**config.mk**
```make
export PLATFORM = sky130hd
export DESIGN_NAME = pipelined_barrel_shifter
export DESIGN_NICKNAME = d
export VERILOG_FILES = /design/src/rtl/pipelined_barrel_shifter.sv
export SDC_FILE = /design/constraint.sdc
export NUM_CORES = 1
export LEC_CHECK = 0
export BUFFER_PORTS_ARGS = -buffer_cell sky130_fd_sc_hd__buf_2
export CELL_PAD_IN_SITES_DETAIL_PLACEMENT = 0
export CELL_PAD_IN_SITES_GLOBAL_PLACEMENT = 1
export CORE_AREA = 2 2 70 72
export CTS_BUF_LIST = sky130_fd_sc_hd__clkbuf_4
export DETAILED_ROUTE_END_ITERATION = 10
export DIE_AREA = 0 0 72 74
export HOLD_SLACK_MARGIN = 0.15
export PLACE_DENSITY = 0.91
export SKIP_LAST_GASP = 1
export SLEW_MARGIN = 20
export SYNTH_ARGS = -nofsm -noshare
export SYNTH_HDL_FRONTEND = slang
export SYNTH_SLANG_ARGS = --single-unit
export TNS_END_PERCENT = 10
```
**constraint.sdc**
```tcl
create_clock -name clk -period 1.62 [get_ports clk]
set_input_delay 0.243 -clock clk [delete_from_list [all_inputs] [get_ports clk]]
set_output_delay 0.243 -clock clk [all_outputs]
set_load 0.005 [all_outputs]
```
**src/rtl/pipelined_barrel_shifter.sv**
```systemverilog
`default_nettype none
//============================================================================
// Module   : pipelined_barrel_shifter
// Purpose  : Streaming multi-mode barrel shifter. Each pipeline stage applies
//            a shift of 2^k when bit k of the beat's amount is set, so the
//            depth equals the shift-amount width.
//            Modes: 000 ROL, 001 ROR, 010 SLL, 011 SRL, 100 SRA, 101-111 pass.
// Ports    : clk, rst (sync, active-high)
//            in_valid/in_ready/in_data/in_amt/in_mode   - operand beat
//            out_valid/out_ready/out_data/out_zero      - result beat
// Revision : 1.0  initial release
//============================================================================
module pipelined_barrel_shifter #(
    parameter int WIDTH = 8,
    parameter int SHW   = $clog2(WIDTH)
) (
    input  logic             clk,
    input  logic             rst,
    input  logic             in_valid,
    output logic             in_ready,
    input  logic [WIDTH-1:0] in_data,
    input  logic [SHW-1:0]   in_amt,
    input  logic [2:0]       in_mode,
    output logic             out_valid,
    input  logic             out_ready,
    output logic [WIDTH-1:0] out_data,
    output logic             out_zero
);

    localparam logic [2:0] MODE_ROL = 3'b000;
    localparam logic [2:0] MODE_ROR = 3'b001;
    localparam logic [2:0] MODE_SLL = 3'b010;
    localparam logic [2:0] MODE_SRL = 3'b011;
    localparam logic [2:0] MODE_SRA = 3'b100;

    // Per-stage registers; index k holds the beat after stages 0..k applied.
    logic [SHW-1:0][WIDTH-1:0] data_q,  data_d;
    logic [SHW-1:0][SHW-1:0]   amt_q,   amt_d;
    logic [SHW-1:0][2:0]       mode_q,  mode_d;
    logic [SHW-1:0]            valid_q, valid_d;

    // Source of each stage: entry 0 is the input port, entry k is stage k-1.
    logic [SHW:0][WIDTH-1:0]   src_data;
    logic [SHW:0][SHW-1:0]     src_amt;
    logic [SHW:0][2:0]         src_mode;
    logic [SHW:0]              src_valid;

    logic                      advance;

    assign src_data  = {data_q,  in_data};
    assign src_amt   = {amt_q,   in_amt};
    assign src_mode  = {mode_q,  in_mode};
    assign src_valid = {valid_q, in_valid};

    // Global stall: the whole pipe moves only when the output slot frees up.
    assign advance   = !valid_q[SHW-1] || out_ready;
    assign in_ready  = advance;

    assign out_valid = valid_q[SHW-1];
    assign out_data  = data_q[SHW-1];
    assign out_zero  = (data_q[SHW-1] == '0);

    // The last stage's sideband and the already-consumed amount bits have
    // no reader; fold them into a sink so they are visibly intentional.
    logic unused_sideband;
    assign unused_sideband = ^{amt_q, mode_q[SHW-1]};

    // Shift d by n (n < WIDTH) according to mode.
    function automatic logic [WIDTH-1:0] shift_by(
        input logic [WIDTH-1:0] d,
        input logic [2:0]       mode,
        input int unsigned      n
    );
        case (mode)
            MODE_ROL: shift_by = (d << n) | (d >> (WIDTH - n));
            MODE_ROR: shift_by = (d >> n) | (d << (WIDTH - n));
            MODE_SLL: shift_by = d << n;
            MODE_SRL: shift_by = d >> n;
            MODE_SRA: shift_by = $unsigned($signed(d) >>> n);
            default:  shift_by = d;
        endcase
    endfunction

    always_comb begin
        data_d  = data_q;
        amt_d   = amt_q;
        mode_d  = mode_q;
        valid_d = valid_q;
        if (advance) begin
            for (int k = 0; k < SHW; k++) begin
                valid_d[k] = src_valid[k];
                amt_d[k]   = src_amt[k];
                mode_d[k]  = src_mode[k];
                data_d[k]  = src_amt[k][k]
                           ? shift_by(src_data[k], src_mode[k], 32'd1 << k)
                           : src_data[k];
            end
        end
    end

    always_ff @(posedge clk) begin
        if (rst) begin
            data_q  <= '0;
            amt_q   <= '0;
            mode_q  <= '0;
            valid_q <= '0;
        end else begin
            data_q  <= data_d;
            amt_q   <= amt_d;
            mode_q  <= mode_d;
            valid_q <= valid_d;
        end
    end

endmodule
`default_nettype wire

```
==> metrics.txt <==
status=finished with violations; failing checks=setup timing; largest net degree at the start of global routing=23; CP required=1380 ps; Leak=about 0.85 nW; Power per Cell Area=824 nW/um2; Hold Crit Depth=3; Buf+Inv Stages, Crit Path=1; wire per inst=about 14 um; Fin Setup TNS=-24.1 ps; initial antenna violation count=0; Max VDD drop=approximately 410 uV; DP Cell Count=302; n_diodes=0; # port buffers=28; Die ar.=around 5300 um2; Clock Tree Root=clkbuf_4; clock-pin slew on the worst setup and hold paths=100 ps; worst r2r path cells=4; Non-Filler Instances=about 310; worst hold slack=between 150 and 200 ps; CP max FO=2; post-synth cell types=between 40 and 50; DRC violations left=0; Avg Inst Size Synth=around 8.2 um2; CP arrival=between 1000 and 1500 ps; Hold EP=mode_q[1]$_SDFFE_PP0P_; synth top area cells=dfxtp_1 37%, nand2_1 6.4%, a21oi_1 4.9%; clock buffers created by TritonCTS=5; warnings from Yosys=0; Final nets=roughly 280; Synth top area share=a little under two fifths; RR Startpoint=mode_q[5]$_SDFFE_PP0P_; DR pass1 iterations=4; global placement routability congestion=about 0.87; Final Util=a little under half; Synth top cells by count=36 x dfxtp_1, 33 x nand2_1, 19 x a21oi_1, 18 x nor2_1, 16 x o21ai_0; Post-synth EDFFs=0; Worst Max-Slew Pin Slew=~450 ps; CP Cell Sequence=or4_1 > nor2_1 > buf_2; top-count cell post-synth=dfxtp_1; H-Tree Depth=2; syn_nets=approximately 260; Critical Path Stages=3; worst setup path class=flip-flop to primary output; vias in the first global route=about 1500; Layout Skew=6.36 ps; GRT Overall Usage=17.1%; layout cell share with drive strength beyond 1=19.6%; Final period util=101%; min-delay src=in_mode[1]; Hold Crit Class=input port to flip-flop; fill count=470; Seq/Total Area, Yosys=a little under two fifths; Async SR Flop Fraction=0%; core area=~4600 um2; FMAX=roughly 610 MHz; Startpoint Class=flip-flop; cells after synthesis=237; number of max-cap violations=0; R2R Setup Slk=approximately 270 ps; Clock Sinks=36; global-route wire length before repair=7.09 mm; grt total ovfl=0; CTS tree=yes; I/O pin cnt=29; unrepaired setup endpoints after global routing=true; Max Slew Vio Count=0; Routed Antenna Nets=0; cell accounting for the most synthesized area=dfxtp_1; vias per cell=about 5.6; width of the die=around 70 um; Primary FF master, synth=dfxtp_1; Slowest cell on crit path=or4_1; headroom to the max-slew limit=69.9%; clk buf depth=2; worst setup margin=-24.1 ps; synthesized flop and latch total=36; Initial Util=between 40% and 50%; worst skew pair latency=~340 ps; Final HPWL DP=between 3 and 4 mm; row cnt=25; final hold vios=0; crit path capture type=primary output; 1st-iter DRT viols=~120; layout overhead on the synthesized area=9.64%; via count of the routed design=1745; Routed WL=around 4.3 mm; DIE HEIGHT=between 70 and 80 um; Final Critical Period=~1600 ps; synthesized cell area=between 1500 and 2000 um2; Max stage delay on crit path=~520 ps; pre-CTS setup slack=153 ps; setup violators final=1; CP top delay family=simple AND/OR/NAND/NOR gates; Reg2Reg Capture Point=out_data[6]$_SDFFE_PP0P_
## placed cells by master (no fill, tap or decap), types with 2 or more instances in the layout
| master | n |
|---|---|
| nor2_1 | 18 |
| inv_1 | 4 |
| inv_2 | 2 |
| buf_2 | 28 |
| a211oi_1 | 2 |
| nand2b_1 | 5 |
| o221ai_1 | 3 |
| o41ai_1 | 7 |
| buf_4 | 10 |
| mux2i_1 | 7 |
| and2_1 | 2 |
| o21ai_1 | 7 |
| o22ai_1 | 4 |
| nor3b_1 | 3 |
| a31oi_1 | 2 |
| dlygate4sd3_1 | 3 |
| clkinv_1 | 2 |
| clkbuf_4 | 5 |
| nand2_1 | 33 |
| and3_1 | 7 |
| o21ai_0 | 16 |
| or4_1 | 2 |
| a21oi_1 | 19 |
| dfxtp_1 | 35 |
| nor2b_1 | 4 |
| o311a_1 | 4 |
| a221oi_1 | 5 |
| a32oi_1 | 7 |
## per-stage QoR
step | power, mW | area, um2
floorplan | 1.25 | 1950
global placement | 1.33 | 2040
detailed placement | 1.34 | 2040
CTS | 1.77 | 2130
global route | 1.86 | 2130
finish | 1.76 | 2130
## flip-flops by register name, indices dropped and copies added, names as in the netlist
register / flops
data_q: 16
out_data: 8
mode_q: 6
amt_q: 3
valid_q: 3
## worst register-to-register path: stages (launching register included)
cell	delay (ps)
dfxtp_1	400
and4b_1	220
a311oi_2	310
o221ai_1	210
a21oi_1	150
## metal layers
metal / vias to the layer above / GRT usage (%) / routed length, um
met4: 0 / 4.19 / 42
met2: 49 / 27.9 / 1960
met5: - / 0 / 0
met3: 5 / 5.42 / 236
li1: 917 / - / -
met1: 774 / 22.2 / 2060
## final cells by class
class | instances | area (um2) | share of cell area (%)
timing repair buffer | 41 | 245 | 11.5
clock buffer | 5 | 37.5 | 1.76
tap | 54 | 67.6 | 3.17
sequential | 36 | 722 | 33.8
clock inverter | 2 | 7.51 | 0.352
multi-input combinational | 170 | 1030 | 48.4
inverter | 6 | 22.5 | 1.06
## how the worst max path moves through the flow
stage / from / slack, ps / endpoint
2_1_floorplan: valid_q[2]$_SDFFE_PP0P_ / 430 / amt_q[1]$_SDFFE_PP0P_
3_3_place_gp: out_ready / 210 / data_q[4]$_SDFFE_PP0P_
3_5_place_dp: out_ready / 150 / data_q[3]$_SDFFE_PP0P_
4_1_cts: out_data[4]$_SDFFE_PP0P_ / -30 / out_zero
5_1_grt: out_data[0]$_SDFFE_PP0P_ / -70 / out_zero
6_report: out_data[4]$_SDFFE_PP0P_ / -20 / out_zero
## what timing repair did
| item | 4_1_cts | 5_1_grt |
|---|---|---|
| gates resized for setup | 1 | 0 |
| buffers inserted | 1 | 1 |
| setup endpoints to repair | 2 | 4 |
| endpoints found under the hold margin | 3 | 0 |
| hold buffers | 3 | 0 |
## where the power goes
part	leakage (nW)	internal [mW]	switching, mW
logic	0.525	0.151	0.158
clock network	0.0261	0.151	0.280
registers	0.298	0.950	0.0677
## kinds of logic after synthesis
logic type      Yosys count  synth area share (%)
compound gates           81                  27.8
simple gates             81                  21.1
flops                    36                  37.0
buf+inv                  31                  9.96
mux                       8                  4.18
Note: power is estimated with default switching activity, not from simulation.
